`config.mk`:
```
export PLATFORM = sky130hd
export DESIGN_NAME = bola_ctrl_flat
export DESIGN_NICKNAME = d
export VERILOG_FILES = /design/src/rtl/bola_ctrl_if.sv /design/src/rtl/bola_ctrl.sv /design/src/flat_wrapper.sv
export SDC_FILE = /design/constraint.sdc
export NUM_CORES = 1
export LEC_CHECK = 0
export CORE_ASPECT_RATIO = 0.7
export CORE_MARGIN = 4
export CORE_UTILIZATION = 49
export CTS_BUF_LIST = sky130_fd_sc_hd__clkbuf_2
export CTS_CLUSTER_DIAMETER = 200
export DETAILED_ROUTE_END_ITERATION = 10
export PLACE_DENSITY = 0.82
export SYNTH_ARGS = -nofsm -noshare
export SYNTH_HDL_FRONTEND = slang
export SYNTH_SLANG_ARGS = --single-unit
export TNS_END_PERCENT = 50
```
`constraint.sdc`:
```
create_clock -name clock -period 3 [get_ports clock]
set_input_delay 0.45 -clock clock [delete_from_list [all_inputs] [get_ports clock]]
set_output_delay 0.45 -clock clock [all_outputs]
set_load 0.02 [all_outputs]
```
`src/rtl/bola_ctrl_if.sv`:
```
// Ball <-> brick/bar/video bus for bola_ctrl.
interface bola_ctrl_if;
  logic [9:0] x_bar;
  logic [9:0] y_bar;
  logic       hit_block;
  logic       hit_block_u;
  logic       hit_block_d;
  logic       hit_block_l;
  logic       hit_block_r;
  logic [9:0] x_ball;
  logic [9:0] y_ball;
  logic [9:0] next_x;
  logic [9:0] next_y;
  logic       dir_x;
  logic       dir_y;

  modport master (
    input  x_bar, y_bar, hit_block, hit_block_u, hit_block_d, hit_block_l, hit_block_r,
    output x_ball, y_ball, next_x, next_y, dir_x, dir_y
  );

  modport slave (
    output x_bar, y_bar, hit_block, hit_block_u, hit_block_d, hit_block_l, hit_block_r,
    input  x_ball, y_ball, next_x, next_y, dir_x, dir_y
  );
endinterface

```
`src/rtl/bola_ctrl.sv`:
```
// Breakout ball motion controller: position, reflection, loss and lives.
// Optional BALL_SPEEDUP_EN shortens the step period on each honoured block hit.
module bola_ctrl #(
  parameter int R_BALL   = 8,
  parameter int H_BAR    = 8,
  parameter int W_BAR    = 64,
  parameter int H_SCREEN = 480,
  parameter int W_SCREEN = 640,
  parameter int X0       = 320,
  parameter int Y0       = 400,
  parameter int TICK_DIV = 200000,
  parameter int LIVES    = 3
) (
  input  logic        clock,
  input  logic        reset,
  input  logic        start,
  bola_ctrl_if.master bus,
  output logic        running,
  output logic        lost,
  output logic [1:0]  lives,
  output logic        gameover
);

  typedef enum logic [1:0] {IDLE, MOVE, LOST, OVER} state_t;

  localparam logic [9:0]  X_INIT     = 10'(X0);
  localparam logic [9:0]  Y_INIT     = 10'(Y0);
  localparam logic [9:0]  X_MIN      = 10'(R_BALL);
  localparam logic [9:0]  X_MAX      = 10'(W_SCREEN - 1 - R_BALL);
  localparam logic [9:0]  Y_MIN      = 10'(R_BALL);
  localparam logic [9:0]  Y_LOSS     = 10'(H_SCREEN - 1 - R_BALL);
  localparam logic [10:0] BAR_DY     = 11'(H_BAR + R_BALL);
  localparam logic [10:0] BAR_DX     = 11'(W_BAR);
  localparam logic [19:0] DIV_FULL   = 20'(TICK_DIV);
  localparam logic [1:0]  LIVES_INIT = 2'(LIVES);

  state_t      state_q, state_d;
  logic [9:0]  x_q, x_d, y_q, y_d;
  logic        dx_q, dx_d, dy_q, dy_d;
  logic [1:0]  lives_q, lives_d;
  logic        lost_q, lost_d;
  logic [19:0] cnt_q, cnt_d;
  logic        start_q;
  logic [19:0] div_cur;
  logic        launch, tick, bar_y, bar_x;

`ifdef BALL_SPEEDUP_EN
  localparam logic [19:0] DIV_STEP = 20'(TICK_DIV / 8);
  localparam logic [19:0] DIV_MIN  = 20'(TICK_DIV / 4);
  logic [19:0] div_q, div_d;
  assign div_cur = div_q;
`else
  assign div_cur = DIV_FULL;
`endif

  assign launch = start & ~start_q;
  // >= so a divisor shrinking mid-count still terminates the step
  assign tick   = (state_q == MOVE) && (cnt_q >= div_cur - 20'd1);
  // widened compares avoid wrap when the bar sits near an edge
  assign bar_y  = ({1'b0, y_q} + BAR_DY) == {1'b0, bus.y_bar};
  assign bar_x  = (({1'b0, x_q} + BAR_DX) >= {1'b0, bus.x_bar}) &&
                  ({1'b0, x_q} <= ({1'b0, bus.x_bar} + BAR_DX));

  always_comb begin
    state_d = state_q;
    x_d     = x_q;
    y_d     = y_q;
    dx_d    = dx_q;
    dy_d    = dy_q;
    lives_d = lives_q;
    lost_d  = 1'b0;
    cnt_d   = '0;
`ifdef BALL_SPEEDUP_EN
    div_d   = div_q;
`endif
    case (state_q)
      IDLE: begin
        x_d  = X_INIT;
        y_d  = Y_INIT;
        dx_d = 1'b1;
        dy_d = 1'b0;
        if (launch) state_d = MOVE;
      end
      MOVE: begin
        cnt_d = tick ? '0 : cnt_q + 20'd1;
        if (tick) begin
          if (y_q >= Y_LOSS) begin
            lost_d  = 1'b1;
            lives_d = lives_q - 2'd1;
            state_d = LOST;
`ifdef BALL_SPEEDUP_EN
            div_d   = DIV_FULL;
`endif
          end else begin
            // lowest priority first: block flags, bar, then walls
            if (bus.hit_block) begin
              if (bus.hit_block_u) dy_d = 1'b0;
              if (bus.hit_block_d) dy_d = 1'b1;
              if (bus.hit_block_l) dx_d = 1'b0;
              if (bus.hit_block_r) dx_d = 1'b1;
`ifdef BALL_SPEEDUP_EN
              div_d = (div_q > DIV_MIN + DIV_STEP) ? div_q - DIV_STEP : DIV_MIN;
`endif
            end
            if (bar_y && bar_x && dy_q) dy_d = 1'b0;
            if (x_q <= X_MIN) dx_d = 1'b1;
            if (x_q >= X_MAX) dx_d = 1'b0;
            if (y_q <= Y_MIN) dy_d = 1'b1;
            x_d = dx_d ? x_q + 10'd1 : x_q - 10'd1;
            y_d = dy_d ? y_q + 10'd1 : y_q - 10'd1;
          end
        end
      end
      LOST: begin
        x_d     = X_INIT;
        y_d     = Y_INIT;
        dx_d    = 1'b1;
        dy_d    = 1'b0;
        state_d = (lives_q == 2'd0) ? OVER : IDLE;
      end
      default: ;
    endcase
  end

  always_ff @(posedge clock) begin
    if (reset) begin
      state_q <= IDLE;
      x_q     <= X_INIT;
      y_q     <= Y_INIT;
      dx_q    <= 1'b1;
      dy_q    <= 1'b0;
      lives_q <= LIVES_INIT;
      lost_q  <= 1'b0;
      cnt_q   <= '0;
      start_q <= 1'b0;
`ifdef BALL_SPEEDUP_EN
      div_q   <= DIV_FULL;
`endif
    end else begin
      state_q <= state_d;
      x_q     <= x_d;
      y_q     <= y_d;
      dx_q    <= dx_d;
      dy_q    <= dy_d;
      lives_q <= lives_d;
      lost_q  <= lost_d;
      cnt_q   <= cnt_d;
      start_q <= start;
`ifdef BALL_SPEEDUP_EN
      div_q   <= div_d;
`endif
    end
  end

  assign bus.x_ball = x_q;
  assign bus.y_ball = y_q;
  assign bus.dir_x  = dx_q;
  assign bus.dir_y  = dy_q;
  assign bus.next_x = dx_q ? x_q + 10'd1 : x_q - 10'd1;
  assign bus.next_y = dy_q ? y_q + 10'd1 : y_q - 10'd1;
  assign running    = (state_q == MOVE);
  assign gameover   = (state_q == OVER);
  assign lost       = lost_q;
  assign lives      = lives_q;

endmodule
```
`src/flat_wrapper.sv`:
```
// flat-port wrapper written by rule: the top's interface ports become plain ports
module bola_ctrl_flat 
#(
  parameter int R_BALL   = 8,
  parameter int H_BAR    = 8,
  parameter int W_BAR    = 64,
  parameter int H_SCREEN = 480,
  parameter int W_SCREEN = 640,
  parameter int X0       = 320,
  parameter int Y0       = 400,
  parameter int TICK_DIV = 200000,
  parameter int LIVES    = 3
)
  (clock, reset, start, running, lost, lives, gameover, bus_x_bar, bus_y_bar, bus_hit_block, bus_hit_block_u, bus_hit_block_d, bus_hit_block_l, bus_hit_block_r, bus_x_ball, bus_y_ball, bus_next_x, bus_next_y, bus_dir_x, bus_dir_y);
  bola_ctrl_if bus_i ();
  input  logic clock;
  input  logic reset;
  input  logic start;
  output logic running;
  output logic lost;
  output logic [1:0] lives;
  output logic gameover;
  input wire logic [$bits(bus_i.x_bar)-1:0] bus_x_bar;
  input wire logic [$bits(bus_i.y_bar)-1:0] bus_y_bar;
  input wire logic [$bits(bus_i.hit_block)-1:0] bus_hit_block;
  input wire logic [$bits(bus_i.hit_block_u)-1:0] bus_hit_block_u;
  input wire logic [$bits(bus_i.hit_block_d)-1:0] bus_hit_block_d;
  input wire logic [$bits(bus_i.hit_block_l)-1:0] bus_hit_block_l;
  input wire logic [$bits(bus_i.hit_block_r)-1:0] bus_hit_block_r;
  output wire logic [$bits(bus_i.x_ball)-1:0] bus_x_ball;
  output wire logic [$bits(bus_i.y_ball)-1:0] bus_y_ball;
  output wire logic [$bits(bus_i.next_x)-1:0] bus_next_x;
  output wire logic [$bits(bus_i.next_y)-1:0] bus_next_y;
  output wire logic [$bits(bus_i.dir_x)-1:0] bus_dir_x;
  output wire logic [$bits(bus_i.dir_y)-1:0] bus_dir_y;
  assign bus_i.x_bar = bus_x_bar;
  assign bus_i.y_bar = bus_y_bar;
  assign bus_i.hit_block = bus_hit_block;
  assign bus_i.hit_block_u = bus_hit_block_u;
  assign bus_i.hit_block_d = bus_hit_block_d;
  assign bus_i.hit_block_l = bus_hit_block_l;
  assign bus_i.hit_block_r = bus_hit_block_r;
  assign bus_x_ball = bus_i.x_ball;
  assign bus_y_ball = bus_i.y_ball;
  assign bus_next_x = bus_i.next_x;
  assign bus_next_y = bus_i.next_y;
  assign bus_dir_x = bus_i.dir_x;
  assign bus_dir_y = bus_i.dir_y;
  bola_ctrl #(.R_BALL(R_BALL), .H_BAR(H_BAR), .W_BAR(W_BAR), .H_SCREEN(H_SCREEN), .W_SCREEN(W_SCREEN), .X0(X0), .Y0(Y0), .TICK_DIV(TICK_DIV), .LIVES(LIVES)) u_core (.clock(clock), .reset(reset), .start(start), .bus(bus_i), .running(running), .lost(lost), .lives(lives), .gameover(gameover));
endmodule
```
==> flow_summary.yaml, run 1 <==
floorplan:
  rows: 26
  fp.dieW_microns: 115
  start_util_pct: 51.9
  boundaryPins: 75
  core-area_sq_um: 7510
  dieArea_sq_um: 9480
  die_y_microns: 82.7
clocking:
  post_cts_buffers: 0
  cts.sink_count: 48
  cts-root-buf: "clkbuf_2"
  cts_max_level: 2
  cts_buffers: 5
  clock_path_buffers: 2
  clk_latency_ns: 0.44
  ctsHoldBuffers: 0
  cts_tree: "done"
  clk_pin_slew_ns: 0.23
worst_hold_path:
  hold_path.class: "reg2reg"
sta:
  grt_setup_unrepaired: "true"
  fin_tns_setup_ns: -0.189
  setup_viol: 1
  setup_ws_ns: -0.189
  layout_worst_path_cycle_share_pct: 106
  maxSlewViolCount: 0
  finClkSkew_ns: 0.0236
  slew_headroom_pct: 49.0
  finalCriticalPeriod_ns: 3.19
  hold_violations: 0
  tightest_slew_ns: 0.764
  max_clock_freq_mhz: 314
layout:
  syn2layout_area_growth_pct: 28.8
  ff_latch_area_sq_um: 978
  num-fill-cells: 637
  antennaDiodeCount: 0
  final_common_cell: "clkdlybuf4s50_1"
  multiInputGateArea_sq_um: 2790
  drive_above_1_share_pct: 14.0
  finalNetCount: 656
  layout_common_cells: "clkdlybuf4s50_1, nor2_1, dfxtp_1"
  design_area_sq_um: 5030
drt:
  drc_errors: 0
  routed_wl_mm: 11.5
  wl_per_cell_microns: 16.7
  dr_total_vias: 4089
  avgViaCountPerCell: 5.91
  drt_first_iter_violations: 368
  drtAntennaViolNets: 0
  dr.pass1.iters: 5
worst_setup_path:
  cp_common_cell: "or3_4"
  critPathTopFamily: "simple AND/OR/NAND/NOR gates"
  cp_slowest_cell: "or4_4"
  critical_path_arrival_ns: 2.74
  critPathMaxStageDelay_ns: 0.42
  start_kind: "flip-flop"
  critPathMaxFanout: 2
  path_buf_inv: 1
  crit_type: "reg2out"
  worstPathRequired_ns: 2.55
  cp_cell_sequence: "or3_4 > or3_4 > or3_4 > or4_4 > o21ai_2 > xor2_1 > buf_4"
  crit_path_end_kind: "output port"
placed_design:
  gp_congestion: 0.998
  placed_area_sq_um: 4880
  dpl.hpwl_mm: 8.71
  port_buffers: 74
outcome:
  violations: "negative setup slack"
  status: "complete, but fails checks"
synthesis:
  ys.flop_type: "dfxtp_1"
  syn-instance-count: 510
  synth-seq-area-share_pct: 24.6
  postSynth.asyncResetShare_pct: 0
  synth_seq_cells: 48
  synth_edf_count: 0
  postSynthAreaPerCell_sq_um: 7.65
  synthesis.area_sq_um: 3900
  yosys_warnings: 0
  ys_types: 60
power:
  p_leak_nw: 2.02
  vdd_ir_drop_max_mv: 0.349
  power_density_nw_per_um2: 425
global_routing:
  grt_max_degree: 30
  grt_pass1_vias: 3896
  track_usage_pct: 24.7
  antenna_found_initial: 0
  grt_pass1_wl_mm: 18.8
  overflow: 0
job:
  maxCapViolations: 0
synthesized netlist by cell type, drive strengths merged (15+ instances only):
library cell  number  area share [%]
o21ai             22             2.8
xnor2             31             7.0
nand2             32             3.1
ha                33              11
nand4             15             2.4
xor2              19             4.3
nor3              17             2.3
nand3             29             3.7
nor2              50             4.8
dfxtp             48              25
clkbuf            18             1.7
a21oi             30             3.8
inv               32             3.1
per-stage QoR:
step,instances,utilization [%],total power [mW],hold WS [ns],worst slack (ns)
after CTS,692,65.8,2.10,0.494,-0.199
after floorplan,511,-,1.33,0.426,0.0482
after detailed placement,686,64.9,1.76,0.455,-0.446
final,692,66.9,2.14,0.486,-0.189
after global placement,686,64.9,1.74,0.440,-0.387
after global routing,692,66.9,2.26,0.533,-0.250
routing by layer:
metal	vias to the layer above	track usage, %	share of wire (%)
li1	1958	-	-
met1	1901	35.2	47
met2	200	37.3	42
met3	30	5.61	9.0
met4	0	7.12	2.1
met5	-	0	0
state kept, by name (all words and copies together) (netlist names):
name / flops
u_core.bus.dir_y: 1
u_core.lost: 1
u_core.start_q: 1
u_core.bus.y_ball: 10
u_core.cnt_q: 20
u_core.lives: 2
u_core.bus.dir_x: 1
u_core.state_q: 2
u_core.bus.x_ball: 10
report_power, final:
group          internal [mW]  switching (mW)  total, mW  leakage [nW]
Clock                  0.132           0.210      0.342        0.0349
Combinational          0.484           0.591       1.07          1.60
Sequential             0.673          0.0492      0.722         0.392
repair_timing:
item,CTS,global route
resized for setup,27,30
endpoints found under the setup margin,10,20
pin swaps,0,6
kinds of logic (layout without fill, tap and decap cells):
| group | Yosys count | in the layout | synth area share [%] |
|---|---|---|---|
| AOI/OAI and AO/OA | 100 | 100 | 17.0 |
| xor gates and xnor gates | 50 | 50 | 11.2 |
| buffers and inverters | 60 | 143 | 6.38 |
| other | 1 | 2 | 0.0961 |
| muxes | 11 | 11 | 2.88 |
| adders and majority gates | 33 | 33 | 10.6 |
| DFF | 48 | 48 | 24.6 |
| and+or+nand+nor | 207 | 207 | 27.2 |
path summary, 6_finish.rpt:
check | from | endpoint | slack [ns] | cells after the start
worst max-delay path | u_core.bus.y_ball[0] | bus_next_y[9] | -0.19 | 7
worst min-delay path | u_core.cnt_q[0] | u_core.cnt_q[0] | 0.49 | 1
worst max register to register | u_core.bus.x_ball[7] | u_core.bus.y_ball[8] | 0.13 | 11
worst min register to register | u_core.cnt_q[0] | u_core.cnt_q[0] | 0.49 | 1
final cells by class:
type | count | area share, %
flip-flops and latches | 48 | 19.5
repair buffers | 105 | 19.2
clock buffers | 5 | 0.498
multi-input cells | 403 | 55.5
well taps | 98 | 2.44
inverters | 32 | 2.39
clock inverters | 1 | 0.597
Power figures use the tool's default switching activity.
==> run 2: changes to the inputs <==
Settings changed: CORE_UTILIZATION 49 to 53, PLACE_DENSITY 0.82 to 0.84.
Clock period 3 ns to 3.3 ns, I/O delays scaled along.
==> flow_summary.yaml, run 2 (same netlist as run 1, synthesis figures left out) <==
floorplan:
  fp.dieW_microns: 111
  die_y_microns: 79.8
  dieArea_sq_um: 8820
  core-area_sq_um: 6940
  rows: 25
  start_util_pct: 56.2
  boundaryPins: 75
worst_setup_path:
  critical_path_arrival_ns: 2.74
  start_kind: "flip-flop"
  path_buf_inv: 1
  critPathMaxStageDelay_ns: 0.42
  cp_common_cell: "or3_4"
  critPathTopFamily: "simple AND/OR/NAND/NOR gates"
  cp_slowest_cell: "or4_4"
  crit_path_end_kind: "output port"
  worst-path-stages: 7
  critPathMaxFanout: 3
  r2r-start: "u_core.bus.x_ball[6]"
  worstPathRequired_ns: 2.80
  crit_type: "reg2out"
  startpoint: "u_core.bus.y_ball[0]"
  rr_worst_depth: 12
  cp_cell_sequence: "or3_4 > or3_4 > or3_1 > or4_4 > o21ai_2 > xor2_1 > buf_4"
drt:
  wl_per_cell_microns: 16.4
  drc_errors: 0
  routed_wl_mm: 11.3
  avgViaCountPerCell: 5.95
  drt_first_iter_violations: 399
  dr_wl_met3_mm: 1.02
  drtAntennaViolNets: 0
  met1_length_mm: 5.06
  dr_total_vias: 4090
  dr.pass1.iters: 6
  wl_met2_mm: 5.07
  route.top_layer_used: "met4"
power:
  vdd_ir_drop_max_mv: 0.266
  p_leak_nw: 2.01
  combPwrFrac_pct: 49.0
  p_total_mw: 1.94
  power_density_nw_per_um2: 391
  switching_power_uw: 767
  p_sw_share_pct: 39.6
  p_int_mw: 1.17
  power_frac_seq_pct: 34.0
  pwr-share-clk_pct: 17.0
layout:
  syn2layout_area_growth_pct: 27.2
  drive_above_1_share_pct: 10.8
  layout_common_cells: "clkdlybuf4s50_1, nor2_1, dfxtp_1"
  antennaDiodeCount: 0
  finalNetCount: 653
  final-instance-count-excl-fill: 687
  num-fill-cells: 547
  largest_reg_flops: 20
  top_register: "u_core.cnt_q"
  post-route-util_pct: 71.5
  final_common_cell: "clkdlybuf4s50_1"
sta:
  whs_ns: 0.487
  maxSlewViolCount: 0
  grt_setup_unrepaired: "true"
  finClkSkew_ns: 0.0178
  hold_violations: 0
  slew_headroom_pct: 50.6
  tightest_slew_ns: 0.740
  finalCriticalPeriod_ns: 3.24
  layout_worst_path_cycle_share_pct: 98.1
  setup_viol: 0
  max_clock_freq_mhz: 309
global_routing:
  track_usage_pct: 25.1
  antenna_found_initial: 0
  grt_max_degree: 30
  overflow: 0
  grt_pass1_vias: 3899
  grt_pass1_wl_mm: 18.5
clocking:
  cts-root-buf: "clkbuf_2"
  cts_buffers: 5
  cts.sink_count: 48
  clk_pin_slew_ns: 0.25
  cts_max_level: 2
  clk_latency_ns: 0.44
  cts_tree: "done"
  clock_path_buffers: 2
outcome:
  status: "completed"
placed_design:
  place_inst: 677
  dpl.hpwl_mm: 8.50
  port_buffers: 74
  gp_congestion: 0.985
worst_hold_path:
  worstHoldStart: "u_core.cnt_q[0]"
  hold_path.class: "reg2reg"
  holdPathStages: 1
job:
  maxCapViolations: 0
-- run 2: power by group through the flow --
stage,clock network [mW],logic [mW],registers (mW)
after floorplan,0,0.531,0.679
after global placement,0,0.883,0.664
after detailed placement,0,0.912,0.666
after CTS,0.326,0.924,0.655
after global routing,0.351,1.03,0.664
final,0.330,0.950,0.659
-- run 2: metal layers --
| layer | global-route usage (%) | vias up |
|---|---|---|
| li1 | - | 1954 |
| met5 | 0 | - |
| met3 | 4.62 | 19 |
| met4 | 7.13 | 0 |
| met2 | 40.3 | 218 |
| met1 | 34.5 | 1899 |
-- run 2: layout make-up --
cell class	instances	area, sq um	area share (%)
clock inverters	2	35.0	0.706
repair buffers	102	951	19.2
inverters	32	120	2.42
multi-input cells	403	2740	55.2
clock buffers	6	30.0	0.605
flip-flops and latches	48	968	19.5
well taps	94	118	2.37
-- run 2: through the flow --
step / cell area (sq um) / TNS (ns) / setup slack [ns]
6_report: 4960 / 0 / 0.0611
5_1_grt: 4960 / -0.0355 / -0.0257
4_1_cts: 4910 / 0 / 0.0327
3_5_place_dp: 4840 / -1.68 / -0.249
3_3_place_gp: 4840 / -0.642 / -0.143
2_1_floorplan: 3910 / 0 / 0.293
-- run 2: repair_timing --
item                       CTS  global route
setup endpoints to repair    6            12
setup buffers                0             2
pin swaps                    0             1
hold buffers                 0             0
gates resized for setup      9            17
hold endpoints to repair     0             0
-- run 2: worst paths after layout --
kind / to / slack [ns]
worst max register to register: u_core.bus.y_ball[3] / 0.21
worst min-delay path: u_core.cnt_q[0] / 0.49
worst max-delay path: bus_next_y[9] / 0.06
worst min register to register: u_core.cnt_q[0] / 0.49
-- run 2: worst reg2reg max path: stages (launching register included) --
cell	delay (ns)
dfxtp_1	0.52
ha_1	0.23
xor2_1	0.17
ha_1	0.26
a21oi_1	0.15
o21ai_1	0.11
nor4_1	0.43
nor4_2	0.13
a41oi_2	0.23
buf_4	0.20
o21ai_0	0.13
a2111o_1	0.44
nand3_1	0.08
==> run 3: changes to the inputs <==
Settings changed: PLACE_DENSITY 0.84 to 0.78.
==> flow_summary.yaml, run 3 (same netlist as run 1, synthesis figures left out) <==
worst_setup_path:
  crit_path_end_kind: "output port"
  path_buf_inv: 1
  critPathMaxFanout: 3
  cp_cell_sequence: "or3_4 > or3_1 > or3_1 > or4_1 > o21ai_1 > xor2_1 > buf_4"
  critical_path_arrival_ns: 2.73
  start_kind: "flip-flop"
  critPathTopFamily: "simple AND/OR/NAND/NOR gates"
  worstPathRequired_ns: 2.80
  critPathMaxStageDelay_ns: 0.40
  cp_slowest_cell: "or3_4"
  crit_type: "reg2out"
  cp_common_cell: "or3_1"
sta:
  maxSlewViolCount: 0
  slew_headroom_pct: 51.7
  max_clock_freq_mhz: 310
  hold_violations: 0
  finClkSkew_ns: 0.0205
  whs_ns: 0.483
  fin_tns_setup_ns: 0
  layout_worst_path_cycle_share_pct: 97.8
  tightest_slew_ns: 0.722
  finalCriticalPeriod_ns: 3.23
  grt_setup_unrepaired: "true"
  setup_viol: 0
global_routing:
  overflow: 0
  track_usage_pct: 25.1
  grt_pass1_wl_mm: 18.4
  antenna_found_initial: 0
  met2_usage_pct: 40.1
  grt_pass1_vias: 3815
  gr-max-usage-layer: "met2"
  grt_max_degree: 30
  use_met3_pct: 6.74
  grtUsageMet1_pct: 33.9
placed_design:
  place_inst: 680
  gp_congestion: 0.937
  dpl.hpwl_mm: 8.62
  port_buffers: 74
floorplan:
  boundaryPins: 75
  dieArea_sq_um: 8820
  start_util_pct: 56.2
  fp.dieW_microns: 111
  rows: 25
  die_y_microns: 79.8
  core-area_sq_um: 6940
drt:
  wl_per_cell_microns: 16.6
  drtAntennaViolNets: 0
  avgViaCountPerCell: 5.86
  dr.pass1.iters: 5
  routed_wl_mm: 11.4
  drc_errors: 0
  dr_total_vias: 4034
  drt_first_iter_violations: 338
clocking:
  ctsHoldBuffers: 0
  clk_pin_slew_ns: 0.25
  cts_buffers: 5
  clock_path_buffers: 2
  cts_tree: "done"
  cts_max_level: 2
  cts-root-buf: "clkbuf_2"
  post_cts_buffers: 0
  clk_latency_ns: 0.46
  cts.sink_count: 48
layout:
  top_register: "u_core.cnt_q"
  finalNetCount: 654
  largest_reg_flops: 20
  post-route-util_pct: 71.7
  layout_common_cells: "clkdlybuf4s50_1, nor2_1, dfxtp_1"
  final_common_cell: "clkdlybuf4s50_1"
  final-instance-count-excl-fill: 688
  syn2layout_area_growth_pct: 27.5
  antennaDiodeCount: 0
  drive_above_1_share_pct: 9.93
job:
  maxCapViolations: 0
power:
  vdd_ir_drop_max_mv: 0.393
  p_leak_nw: 2.01
  p_total_mw: 2.02
  power_density_nw_per_um2: 405
outcome:
  status: "completed"
worst_hold_path:
  hold_path.class: "reg2reg"
-- run 3: path summary, 6_finish.rpt --
kind / startpoint / slack, ns / depth (start not counted) / to
max reg2reg: u_core.bus.x_ball[7] / 0.14 / 10 / u_core.bus.y_ball[8]
min reg2reg: u_core.cnt_q[0] / 0.48 / 1 / u_core.cnt_q[0]
max: u_core.bus.y_ball[0] / 0.07 / 7 / bus_next_y[9]
min: u_core.cnt_q[0] / 0.48 / 1 / u_core.cnt_q[0]
-- run 3: metrics by stage --
| stage | instance area, sq um | setup slack [ns] |
|---|---|---|
| 3_3_place_gp | 4860 | -0.210 |
| 2_1_floorplan | 3910 | 0.293 |
| 3_5_place_dp | 4860 | -0.297 |
| 5_1_grt | 4980 | -0.0290 |
| 6_report | 4980 | 0.0728 |
| 4_1_cts | 4950 | 0.00543 |
-- run 3: metal layers --
layer  part of all wire [%]  vias to the layer above
li1                       -                     1947
met1                     45                     1871
met2                     44                      194
met3                    9.5                       22
met4                    1.1                        0
met5                      0                        -
-- run 3: final cells by class --
cell class | count | area, sq um
Multi-Input combinational cell | 403 | 2720
Fill cell | 577 | 1970
Sequential cell | 48 | 966
Timing Repair Buffer | 103 | 961
Inverter | 32 | 120
Tap cell | 94 | 118
Clock inverter | 3 | 68.8
Clock buffer | 5 | 25.0
-- run 3: where the power goes --
part | internal, mW | switching, mW | leakage [nW]
logic | 0.425 | 0.522 | 1.57
registers | 0.613 | 0.0450 | 0.391
clock network | 0.207 | 0.207 | 0.0536
-- run 3: what timing repair did --
| action | in CTS | in global routing |
|---|---|---|
| gates resized for setup | 7 | 14 |
| endpoints found under the setup margin | 4 | 10 |
| endpoints found under the hold margin | 0 | 0 |
| pin swaps | 0 | 0 |
